--- src/rtl/pulse_stretch.sv ---
// pulse_stretch
// Turns one-clock event strobes into a level that stays high for a
// programmable number of cycles. Pulses that arrive during a stretch can
// either extend it or be dropped, and dropped pulses are counted. After each
// stretch an optional forced-low gap keeps the output low.
//
// Parameters:
//   LEN_W      - width of the runtime stretch length
//   RETRIGGER  - 1: a pulse during HOLD reloads the count; 0: it is dropped
//   GAP_CYCLES - forced-low cycles after each stretch (0 = no GAP state)
//   MISS_W     - width of the saturating dropped-pulse counter
//
// Ports:
//   clk        in   rising-edge clock
//   rst        in   synchronous active-high reset
//   pulse_in   in   event strobe; every high cycle is one trigger
//   len        in   stretch length L (0 treated as 1), sampled on accept/retrigger
//   clr_miss   in   synchronous clear of miss_count
//   level_out  out  stretched level (flop output)
//   busy       out  high in HOLD or GAP
//   done       out  one-cycle pulse at the end of a stretch
//   missed     out  one-cycle pulse for each dropped trigger
//   miss_count out  saturating count of dropped triggers
//   state_dbg  out  current FSM state (0 IDLE, 1 HOLD, 2 GAP)

module pulse_stretch #(
  parameter int LEN_W      = 8,
  parameter int RETRIGGER  = 0,
  parameter int GAP_CYCLES = 2,
  parameter int MISS_W     = 8
) (
  input  logic              clk,
  input  logic              rst,
  input  logic              pulse_in,
  input  logic [LEN_W-1:0]  len,
  input  logic              clr_miss,
  output logic              level_out,
  output logic              busy,
  output logic              done,
  output logic              missed,
  output logic [MISS_W-1:0] miss_count,
  output logic [1:0]        state_dbg
);

  typedef enum logic [1:0] {
    S_IDLE = 2'd0,
    S_HOLD = 2'd1,
    S_GAP  = 2'd2
  } state_e;

  // Gap counter holds GAP_CYCLES-1 down to 0; keep it at least one bit wide.
  localparam int GCNT_W = (GAP_CYCLES > 2) ? $clog2(GAP_CYCLES) : 1;
  localparam logic [GCNT_W-1:0] GAP_LOAD = GCNT_W'((GAP_CYCLES > 0) ? GAP_CYCLES - 1 : 0);
  localparam logic [MISS_W-1:0] MISS_MAX = '1;

  state_e              state_q, state_d;
  logic [LEN_W-1:0]    cnt_q, cnt_d;
  logic [GCNT_W-1:0]   gcnt_q, gcnt_d;
  logic                level_q, level_d;
  logic                busy_q, busy_d;
  logic                done_q, done_d;
  logic                missed_q, missed_d;
  logic [MISS_W-1:0]   miss_q, miss_d;

  logic [LEN_W-1:0]    len_load;
  logic                finish;
  logic                drop;

  // cnt counts remaining HOLD cycles after the current one, so L cycles
  // of level need a load of L-1; len=0 behaves like len=1.
  assign len_load = (len == '0) ? '0 : len - LEN_W'(1);

  // State register
  always_ff @(posedge clk) begin
    if (rst) begin
      state_q  <= S_IDLE;
      cnt_q    <= '0;
      gcnt_q   <= '0;
      level_q  <= 1'b0;
      busy_q   <= 1'b0;
      done_q   <= 1'b0;
      missed_q <= 1'b0;
      miss_q   <= '0;
    end else begin
      state_q  <= state_d;
      cnt_q    <= cnt_d;
      gcnt_q   <= gcnt_d;
      level_q  <= level_d;
      busy_q   <= busy_d;
      done_q   <= done_d;
      missed_q <= missed_d;
      miss_q   <= miss_d;
    end
  end

  // Next-state logic
  always_comb begin
    state_d = state_q;
    cnt_d   = cnt_q;
    gcnt_d  = gcnt_q;
    finish  = 1'b0;
    drop    = 1'b0;
    unique case (state_q)
      S_IDLE: begin
        if (pulse_in) begin
          state_d = S_HOLD;
          cnt_d   = len_load;
        end
      end
      S_HOLD: begin
        if (pulse_in && (RETRIGGER != 0)) begin
          // Retrigger wins even on the final cycle; no done for this stretch.
          cnt_d = len_load;
        end else begin
          // Without retrigger a pulse is dropped but the countdown proceeds,
          // so done and missed may coincide on the final cycle.
          drop = pulse_in;
          if (cnt_q != '0) begin
            cnt_d = cnt_q - LEN_W'(1);
          end else begin
            finish = 1'b1;
            if (GAP_CYCLES > 0) begin
              state_d = S_GAP;
              gcnt_d  = GAP_LOAD;
            end else begin
              state_d = S_IDLE;
            end
          end
        end
      end
      S_GAP: begin
        drop = pulse_in;
        if (gcnt_q == '0) begin
          state_d = S_IDLE;
        end else begin
          gcnt_d = gcnt_q - GCNT_W'(1);
        end
      end
      default: begin
        state_d = S_IDLE;
      end
    endcase
  end

  // Output logic: next values of the registered outputs
  always_comb begin
    level_d  = (state_d == S_HOLD);
    busy_d   = (state_d != S_IDLE);
    done_d   = finish;
    missed_d = drop;
    miss_d   = miss_q;
    if (clr_miss) begin
      // A drop in the clearing cycle is kept rather than lost.
      miss_d = drop ? MISS_W'(1) : '0;
    end else if (drop && (miss_q != MISS_MAX)) begin
      miss_d = miss_q + MISS_W'(1);
    end
  end

  assign level_out  = level_q;
  assign busy       = busy_q;
  assign done       = done_q;
  assign missed     = missed_q;
  assign miss_count = miss_q;
  assign state_dbg  = state_q;

endmodule
--- config.mk ---
export PLATFORM = sky130hd
export DESIGN_NAME = pulse_stretch
export DESIGN_NICKNAME = d
export VERILOG_FILES = /design/src/rtl/pulse_stretch.sv
export SDC_FILE = /design/constraint.sdc
export NUM_CORES = 1
export LEC_CHECK = 0
export CORE_ASPECT_RATIO = 1.4
export CORE_MARGIN = 2
export CORE_UTILIZATION = 55
export DETAILED_ROUTE_END_ITERATION = 8
export GPL_TIMING_DRIVEN = 0
export MAX_ROUTING_LAYER = met4
export PLACE_DENSITY_LB_ADDON = 0.1
export SLEW_MARGIN = 20
export SYNTH_ARGS = -nofsm -noshare
export SYNTH_HDL_FRONTEND = slang
export SYNTH_SLANG_ARGS = --single-unit
--- constraint.sdc ---
create_clock -name clk -period 3.5 [get_ports clk]
set_input_delay 0.525 -clock clk [delete_from_list [all_inputs] [get_ports clk]]
set_output_delay 0.525 -clock clk [all_outputs]
set_load 0.01 [all_outputs]
After elaboration in Yosys (flattened, before gate mapping)
Cells that the tools add are included.
- bits in registers: 23
- bits in latches: 0
- RAM bits: 0
- bits in read-only memories: 0
- input port bits: 12
- output and inout port bits: 14
- logic and storage cells: 48
- memories: 0
- add/subtract/negate cells: 4
- $mul: 0
- div/mod/pow operators: 0
- $lt $le $gt $ge: 0
- eq/ne operators: 7
- shift-type cells: 0
- mux-type cells: 16
- bitwise logic cells: 1
- reduce and logical (&&, ||, !) cells: 12
- operator list (kind ; count):
    two-way mux 8 bit ; 5
    one-hot mux 8 bit (2 select lines) ; 1
    subtractor 8 x 1 -> 8 bit (second input constant) ; 2
    adder 8 x 1 -> 8 bit (second input constant) ; 1
    logical NOT 8 bit ; 1
    inequality test 8 bit (second input constant) ; 1
    nonzero test 2 bit ; 4
    nonzero test 8 bit ; 1
    two-way mux 2 bit ; 3
    inequality test 2 bit (second input constant) ; 3
    one-hot mux 2 bit (3 select lines) ; 1
    two-way mux 1 bit ; 5
    == test 2 x 1 -> 1 bit (second input constant) ; 2
    OR reduction 2 bit ; 2
    AND reduction 3 bit ; 1
    == test 2 bit (second input constant) ; 1
    logical NOT 2 bit ; 1
    one-hot mux 1 bit (2 select lines) ; 1
    AND reduction 2 bit ; 1
    logical AND 1 bit ; 1
    inverter 1 bit ; 1
    subtractor 1 bit (second input constant) ; 1

Longest topological paths before layout
Gate-level depths: netlist of run 1.
- word-level depth: 6
- gate-level depth with buffers: 8
- depth with buffers taken out: 6

Least setup slack after synthesis of run 1
No wires, ideal clock.
- path type: reg2reg
- start point: register state_q[0] (netlist: state_dbg[0])
- end point: register cnt_q[7]
- setup time: 0.087 ns
- arrival: 1.637 ns
- required time: 3.413 ns
- slack: 1.776 ns
- stages on the path, launching flop included: 8
- buffers on the path: 2
- clock period less this slack: 1.724 ns
- cell sequence: dfxtp_1 ha_1 clkbuf_1 mux2i_1 a41oi_1 buf_2 o311ai_1 o31ai_1
- word-level cells in the longest chain between the ends: 3
- elaborated cells between the ends (all ways): 7
- those cells by class: eq/ne (3); mux (1); reduce/logical (3)
- ends and longest elaborated chain (element ; RTL line ; text):
    from (decl) ; 56 ; state_e state_q, state_d;
    from (signal assigned) ; 85 ; state_q <= state_d;
    == test 2 x 1 -> 1 bit or logical NOT 2 bit (tied branches) ; 103 ; unique case (state_q)
    inequality test 2 bit (no line) or nonzero test 2 bit (tied branches) ; -- ;
    AND reduction 3 bit (no line) ; -- ;
    to (signal assigned) ; 86 ; cnt_q <= cnt_d;
    to (decl) ; 57 ; logic [LEN_W-1:0] cnt_q, cnt_d;
Parallel ways exist; a longest one is shown, timed or not.
A chain may end at the register's enable or synchronous reset.

Worst setup path after layout of run 1
- start point: input port len[4]
- end point: register cnt_q[2]
- word-level cells in the longest chain between the ends: 4
- ends and longest elaborated chain (element ; RTL line ; text):
    from (decl) ; 35 ; input logic [LEN_W-1:0] len,
    logical NOT 8 bit ; 71 ; assign len_load = (len == '0) ? '0 : len - LEN_W'(1);
    two-way mux 8 bit ; 71 ;
    two-way mux 8 bit ; 105 ; if (pulse_in) begin
    one-hot mux 8 bit (2 select lines) ; 103 ;
Every way passes these cells. The select of a mux whose other input is x is not followed.

==> metrics, run 1 <==
Routed WL per cell=14.1 um; sequential-to-total area share from yosys stat=33.7%; GP Congestion=0.885; Final period util=63.0%; Cell Area, Synth=1370 um^2; status=completed; DRT iter0 DRCs=31; reg-to-reg endpoint=cnt_q[7]; initial antenna violation count=0; Worst R2R Setup Slack=1340 ps; chip height=63.0 um; Adder-Cell Fraction of Synth Area=7.33%; Synth Area in Simple Gates=22.2%; CP startpoint=len[4]; grt total ovfl=0; Nets=216; Fmax=454 MHz; met3 WL=68 um; Cell variety after synth=41; post-CTS setup buffers=0; Setup CP Type=in2reg; WL met1=1.27 mm; Final Slew Violations=0; Worst Setup Start Kind=input port; Syn Nets=187; HP Class=reg2reg; htree depth=1; dominant combinational cell family by area after synthesis=compound AO/OA/AOI/OAI gates; final number of setup-violating endpoints=0; Post-Place Cell Area=1640 um^2; metal2 WL=1.71 mm; clock slew at reported path FFs=130 ps; post-route cell area=1660 um^2; Avg Vias per Cell=6.00; Leak=0.000625 uW; row count=21; Longest Clk Path Bufs=2; area delta synth->final=21.6%; ys flop type=dfxtp_1; clock sink count=23; post-route ant nets=0; unrepaired setup endpoints after global routing=no; area of the die=2900 um^2; post-synthesis xor/xnor area fraction=5.77%; post-CTS sizing=0; CTS Hold Bufs=0; Slew headroom=54.2%; residual DRC count=0; GRT Overall Usage=23.0%; FF+latch count, synth=23; Root Driver=clkbuf_4; CP arrival=2380 ps; IO Pins=26; IO buf count=24; CP max FO=7; largest net degree at the start of global routing=13; number of flops mapped to enable cells by yosys=0; end point of the critical path=cnt_q[2]; Post-DP HPWL=2.39 mm; Max Cap Viol=0; Async S/R FF share, synth=0%; Fillers=205; min Tclk post-route=2200 ps; Peak VDD IR=0.287 mV; wirelength, routed=3.07 mm; TritonCTS Buffers=3; vias in the first global route=1,263; ANT cells=0; DP Worst Slack=973 ps; Total Neg Setup Slack=0 ps; Initial Utilization=57.8%; post-synthesis mux area share=1.47%; setup slack after layout=1300 ps; Syn Area/Cell=8.18 um^2; final hold vios=0; Worst Skew=6.66 ps; vias post-DR=1,309; Critical Path Sink Type=flip-flop; pwr dens=390 nW/um^2; global-route wire length before repair=5.06 mm; r2r worst-path depth=7; layout cell share with drive strength beyond 1=3.59%; Syn Inst Count=167; CTS tree=yes; core footprint=2360 um^2; highest routed layer=met4; Worst EP required=3680 ps; Die X-Extent=46.1 um; compound-cell area share of the yosys netlist=24.0%; FF-to-FF Start=state_dbg[0]; Skew-Pair Late Insertion Delay=300 ps; Ys Warns=0; Pre-antenna DRT Iters=4; Worst Max-Slew Pin Slew=681 ps
how the worst min path moves through the flow:
stage | cells after the start | start | endpoint | slack [ps]
3_3_place_gp | 2 | gcnt_q | gcnt_q | 460
5_1_grt | 2 | gcnt_q | gcnt_q | 520
6_report | 2 | gcnt_q | gcnt_q | 490
2_1_floorplan | 2 | gcnt_q | gcnt_q | 450
3_5_place_dp | 2 | gcnt_q | gcnt_q | 470
4_1_cts | 2 | gcnt_q | gcnt_q | 490
cells in the mapped netlist, types with 2 or more instances:
cell	instances	area (um^2)
nand2_1	6	22.5
nor3b_1	3	22.5
clkbuf_1	5	18.8
a31oi_1	5	31.3
o21ai_0	11	55.1
nand3_1	3	15.0
a21oi_1	8	40.0
o31ai_1	2	15.0
and4_1	3	26.3
nor4_1	2	12.5
and3b_1	2	17.5
o41ai_1	2	17.5
a22oi_1	4	30.0
nand4_1	2	12.5
inv_1	14	52.6
dfxtp_1	23	460
ha_1	8	100
nor3_1	7	35.0
a211oi_1	3	22.5
nor2b_1	2	12.5
mux2i_1	2	20.0
o21a_1	3	22.5
a21boi_0	3	22.5
xor2_1	5	43.8
or2_2	2	12.5
nand2b_1	2	12.5
o22ai_1	2	12.5
nor2_1	15	56.3
a311oi_1	2	17.5
or4_1	2	15.0
xnor2_1	4	35.0
critical path: stages:
cell	delay (ps)
clkdlybuf4s50_1	470
nor4_1	650
a31oi_1	380
a22oi_1	270
a211oi_1	90
flip-flops by register name (all words and copies together), names as in the netlist:
register,cells
state_dbg,2
cnt_q,8
done,1
gcnt_q,1
busy,1
miss_count,8
missed,1
level_out,1
cell usage in the layout (no fill, tap or decap), types with 3 or more instances in the layout:
master | synthesis | final
nor3_1 | 7 | 7
a21boi_0 | 3 | 3
dfxtp_1 | 23 | 23
a21oi_1 | 8 | 8
inv_1 | 14 | 14
nand2_1 | 6 | 6
clkbuf_4 | 0 | 3
o21a_1 | 3 | 3
and4_1 | 3 | 3
clkbuf_1 | 5 | 6
a31oi_1 | 5 | 5
xor2_1 | 5 | 5
a22oi_1 | 4 | 4
ha_1 | 8 | 8
xnor2_1 | 4 | 4
o21ai_0 | 11 | 11
a211oi_1 | 3 | 3
nor2_1 | 15 | 15
nand3_1 | 3 | 3
nor3b_1 | 3 | 3
clkdlybuf4s50_1 | 0 | 24
final cells by class:
type,count,area [um^2],share of cell area (%)
Buffer,6,23.8,1.43
Clock buffer,4,26.3,1.58
Inverter,14,52.6,3.16
Multi-Input combinational cell,124,830,49.9
Sequential cell,23,460,27.7
Tap cell,23,28.8,1.73
Timing Repair Buffer,24,240,14.5
kinds of logic after synthesis:
| kind of cell | Yosys count |
|---|---|
| flip-flops | 23 |
| multiplexers | 2 |
| AND/OR/NAND/NOR | 55 |
| XOR/XNOR | 9 |
| AO/OA/AOI/OAI | 50 |
| adder cells (fa/ha/maj) | 8 |
| buffers and inverters | 20 |
metal layers:
metal	vias up	track usage (%)
met2	24	41.7
met4	0	7.50
met3	2	1.73
met1	616	24.8
met5	-	-
li1	667	-
per-stage QoR:
stage	hold WS (ps)	std cells	utilization [%]	power [uW]
floorplan	450	167	-	461
global placement	460	214	69.2	521
detailed placement	474	214	69.2	532
CTS	492	218	70.3	651
global route	523	218	70.3	689
finish	492	218	70.3	648
report_power, final:
group	internal (uW)	switching (uW)	total, uW
logic	99.7	115	214
registers	287	26.0	313
clock network	44.3	76.0	120
Power figures use the tool's default switching activity.
==> inputs of run 2 (changes only) <==
CORE_UTILIZATION = 51   (was 55)
clock period = 2.1 ns   (was 3.5 ns; I/O delays follow)
==> run 2 against run 1 <==
Effect of this change:
- clock skew hardly changed
- core utilization is 4.7 points lower
- clock power is 68% higher
- sequential share of layout area is 0.55 points lower
- combinational power is 72% higher
- sequential power is 67% higher
- sequential cell count stayed put
- final cell count is 6.0% higher
- largest cell class unchanged
==> metrics, run 2 (synthesized netlist as in run 1, its figures left out) <==
CP arrival=2060 ps; reg-to-reg endpoint=cnt_q[4]; CTS Hold Bufs=0; Final Slew Violations=0; Nets=216; Sw Ratio=33.6%; core footprint=2590 um^2; Slew headroom=59.3%; Max Cap Viol=0; Avg Vias per Cell=5.86; commonest cells after routing, fill and taps aside=clkdlybuf4s50_1, dfxtp_1, nor2_1, inv_1, o21ai_0; Worst EP required=2290 ps; initial antenna violation count=0; vias post-DR=1,353; Setup CP Type=reg2reg; area delta synth->final=24.1%; CP startpoint=cnt_q[3]; setup slack after layout=234 ps; Peak VDD IR=0.488 mV; DRT iter0 DRCs=26; Pre-antenna DRT Iters=4; GP Congestion=0.854; Longest Clk Path Bufs=2; Routed WL per cell=13.7 um; Logic pwr share=33.8%; min Tclk post-route=1870 ps; Clk pwr share=18.4%; area of the die=3110 um^2; Seq pwr share=47.9%; Worst Max-Slew Pin Slew=606 ps; CTS tree=yes; row count=22; Tot Pwr=1090 uW; Fillers=233; IO buf count=24; final hold vios=0; clock sink count=23; layout cell share with drive strength beyond 1=5.13%; DP Worst Slack=-150 ps; r2r worst-path depth=5; Critical Path Sink Type=flip-flop; Skew-Pair Late Insertion Delay=300 ps; Die X-Extent=47.7 um; switching power of the nets=367 uW; Final period util=88.9%; IO Pins=26; FF-to-FF Start=cnt_q[3]; vias in the first global route=1,206; pwr dens=643 nW/um^2; post-route ant nets=0; CP max FO=10; Worst Skew=6.67 ps; Root Driver=clkbuf_4; HP Class=in2reg; Post-DP HPWL=2.36 mm; status=completed; unrepaired setup endpoints after global routing=no; Leak=0.000629 uW; fin util=65.5%; commonest non-fill, non-tap cell in the layout=clkdlybuf4s50_1; Worst R2R Setup Slack=230 ps; internal power=724 uW; clock slew at reported path FFs=120 ps; final number of setup-violating endpoints=0; Fmax=536 MHz; grt total ovfl=0; largest net degree at the start of global routing=13; TritonCTS Buffers=3; htree depth=1; Initial Utilization=52.8%; GRT Overall Usage=23.0%; Worst Setup Start Kind=flip-flop; residual DRC count=0; wirelength, routed=3.17 mm; end point of the critical path=cnt_q[4]; ANT cells=0; global-route wire length before repair=5.18 mm; chip height=65.2 um
[run 2: worst max-delay path, cell delays in order (launching register included)]
cell and delay, ps:
dfxtp_1 410, nor4_1 560, a41oi_2 290, buf_2 260, o21ai_0 170, a21oi_1 60
[run 2: cell type report]
| type | instances | area [um^2] | share of cell area (%) |
|---|---|---|---|
| Tap cell | 36 | 45.0 | 2.66 |
| Timing Repair Buffer | 25 | 248 | 14.6 |
| Clock buffer | 4 | 26.3 | 1.55 |
| Buffer | 5 | 20.0 | 1.18 |
| Inverter | 14 | 52.6 | 3.10 |
| Multi-Input combinational cell | 124 | 843 | 49.7 |
| Sequential cell | 23 | 460 | 27.2 |
[run 2: timing repair]
action,CTS,global route
gates resized for setup,1,1
endpoints found under the setup margin,2,8
setup buffers,0,1
gates cloned,0,0
hold endpoints to repair,0,0
[run 2: worst min path at each step]
stage | startpoint | to | slack (ps) | cells past startpoint
2_1_floorplan | clr_miss | miss_count[0] | 420 | 1
3_3_place_gp | gcnt_q | gcnt_q | 460 | 2
3_5_place_dp | gcnt_q | gcnt_q | 480 | 2
4_1_cts | rst | gcnt_q | 410 | 2
5_1_grt | rst | gcnt_q | 470 | 2
6_report | rst | gcnt_q | 430 | 2
[run 2: power groups by stage]
stage / clock network (uW) / logic, uW / registers, uW
4_1_cts: 211 / 362 / 521
3_3_place_gp: 0 / 345 / 529
5_1_grt: 230 / 409 / 530
6_report: 201 / 368 / 522
2_1_floorplan: 0 / 241 / 528
3_5_place_dp: 0 / 353 / 531
[run 2: through the flow]
| step | TNS, ps | hold WS [ps] | instances | cell area [um^2] |
|---|---|---|---|---|
| detailed placement | -912 | 481 | 227 | 1650 |
| CTS | 0 | 413 | 231 | 1690 |
| global route | 0 | 468 | 231 | 1700 |
| global placement | -684 | 465 | 227 | 1650 |
| floorplan | 0 | 422 | 167 | 1370 |
| finish | 0 | 425 | 231 | 1700 |
[run 2: metal layers]
layer | part of all wire (%) | vias up | global-route usage (%)
met1 | 42 | 643 | 25.1
li1 | - | 668 | -
met5 | 0 | - | -
met4 | 0.79 | 0 | 7.09
met3 | 3.7 | 6 | 3.30
met2 | 53 | 36 | 40.8
==> inputs of run 3 (changes only) <==
ABC_AREA = 1   (was not set)
CORE_UTILIZATION = 40   (was 51)
==> run 3 against run 2 <==
Effect of this change:
- setup slack improved by 280 ps
- highest routed layer unchanged
- synthesized area increased by 9.4%
- worst hold slack improved by 81 ps
- count of clock-buffer cells in the layout decreased by 1
- final cell count increased by 33%
- register-to-register slack improved by 280 ps
==> metrics, run 3 <==
status=completed; final hold vios=0; top cell type's share of synthesized area=30.8%; Skew-Pair Late Insertion Delay=260 ps; most frequent cell after synthesis=nand2_1; cell taking the most area after synthesis=dfxtp_1; commonest non-fill, non-tap cell in the layout=nand2_1; Peak VDD IR=0.313 mV; initial antenna violation count=0; crit path buf inv count=3; DP Worst Slack=261 ps; setup slack after layout=511 ps; number of flops mapped to enable cells by yosys=0; Slew headroom=69.9%; dpl cells=304; grt total ovfl=0; Worst EP required=2270 ps; Crit path max-delay family=simple AND/OR/NAND/NOR gates; Total Neg Setup Slack=0 ps; Worst Max-Slew Pin Slew=449 ps; internal power=790 uW; CP most frequent cell=nor2_1; Post-Place Cell Area=1800 um^2; Nets=287; area of the die=4250 um^2; Cell variety after synth=24; vias post-DR=1,475; Avg Vias per Cell=4.79; fin cells=308; post-route cell area=1840 um^2; Syn Inst Count=237; commonest cells after routing, fill and taps aside=nand2_1, nor2_1, inv_1, clkdlybuf4s50_1, dfxtp_1; CTS Hold Bufs=0; Fillers=388; IO Pins=26; unrepaired setup endpoints after global routing=no; Reg area=460 um^2; Final Slew Violations=0; worst stage delay on the critical path=420 ps; clock sink count=23; Worst Setup Start Kind=flip-flop; Root Driver=clkbuf_8; GRT Overall Usage=17.7%; Syn Nets=257; IO buf count=25; Leak=0.000824 uW; Max Cap Viol=0; Fmax=630 MHz; Sw Ratio=35.8%; Logic pwr share=35.4%; CTS tree=yes; CP arrival=1750 ps; FF+latch count, synth=23; Initial Utilization=41.4%; largest net degree at the start of global routing=14; TritonCTS Buffers=3; Post-DP HPWL=2.69 mm; ANT cells=0; Clk pwr share=22.1%; Worst Skew=6.33 ps; sequential-to-total area share from yosys stat=30.8%; wirelength, routed=3.27 mm; chip height=76.3 um; Cell Area, Synth=1500 um^2; Ys Warns=0; vias in the first global route=1,453; switching power of the nets=440 uW; Setup CP Type=reg2reg; synth cell count leaders=nand2_1, nor2_1, inv_1; post-route ant nets=0; residual DRC count=0; clock slew at reported path FFs=80 ps; Multi-input gate area=885 um^2; Final period util=75.6%; core footprint=3610 um^2; Longest Clk Path Bufs=2; ys flop type=dfxtp_1; Routed WL per cell=10.6 um; GP Congestion=0.879; Die X-Extent=55.7 um; post-CTS sizing=0; layout cell share with drive strength beyond 1=6.02%; Syn Area/Cell=6.31 um^2; CP max FO=10; htree depth=1; HP Class=reg2reg; Critical Path Sink Type=flip-flop; final number of setup-violating endpoints=0; post-CTS setup buffers=0; DRT iter0 DRCs=35; min Tclk post-route=1590 ps; pwr dens=667 nW/um^2; area delta synth->final=23.3%; Seq pwr share=42.5%; global-route wire length before repair=5.95 mm; Pre-antenna DRT Iters=4; row count=26; Async S/R FF share, synth=0%; CP max-delay cell=dfxtp_1; top cells by area, synth=dfxtp_1, nand2_1, nor2_1; critical-path cell list=inv_1 -> ha_1 -> buf_4 -> nand4_4 -> nor2_4 -> nor2_2 -> buf_6 -> nand2_1 -> nor2_1 -> nor2_1
[run 3: kinds of logic (layout without fill, tap and decap cells)]
| group | Yosys count | after routing | share of synthesized area [%] |
|---|---|---|---|
| adder cells (fa/ha/maj) | 8 | 8 | 6.69 |
| buffers and inverters | 37 | 66 | 10.0 |
| AND/OR/NAND/NOR | 131 | 131 | 38.1 |
| AO/OA/AOI/OAI | 35 | 35 | 12.6 |
| flip-flops | 23 | 23 | 30.8 |
| XOR/XNOR | 3 | 3 | 1.76 |
[run 3: layout make-up]
type,instances,area share (%)
clock inverters,1,0.271
inverters,35,7.12
plain buffers,2,1.02
flip-flops and latches,23,25.0
clock buffers,3,2.24
multi-input cells,177,48.0
well taps,42,2.85
repair buffers,25,13.6
[run 3: metrics by stage]
stage,power [uW],hold slack [ps],utilization (%)
after detailed placement,972,500,49.8
after floorplan,841,384,-
after global placement,966,481,49.8
after CTS,1250,512,51.1
after global routing,1340,552,51.1
final,1230,506,51.1
[run 3: worst min-delay path: cells and delay by family, from the launching register on]
kind	cells	cell delay, ps
buf+inv	1	60
compound gates	1	50
flops	1	350
[run 3: worst paths after layout]
path | startpoint | to | slack [ps] | cells past startpoint
max | state_dbg[1] | cnt_q[7] | 510 | 10
min | miss_count[2] | miss_count[2] | 510 | 2
max reg2reg | state_dbg[1] | cnt_q[7] | 510 | 10
min reg2reg | miss_count[2] | miss_count[2] | 510 | 2
[run 3: routing by layer]
layer	global-route usage (%)	vias up	share of wire, %
met4	9.76	0	3.3
met1	17.8	634	41
met3	1.36	8	2.8
met5	-	-	0
li1	-	803	-
met2	32.9	30	53
[run 3: power by group through the flow]
stage / sequential, uW / clock [uW] / combinational [uW]
final: 523 / 271 / 436
after global placement: 534 / 0 / 431
after global routing: 533 / 302 / 507
after CTS: 524 / 281 / 440
after detailed placement: 534 / 0 / 439
after floorplan: 529 / 0 / 312
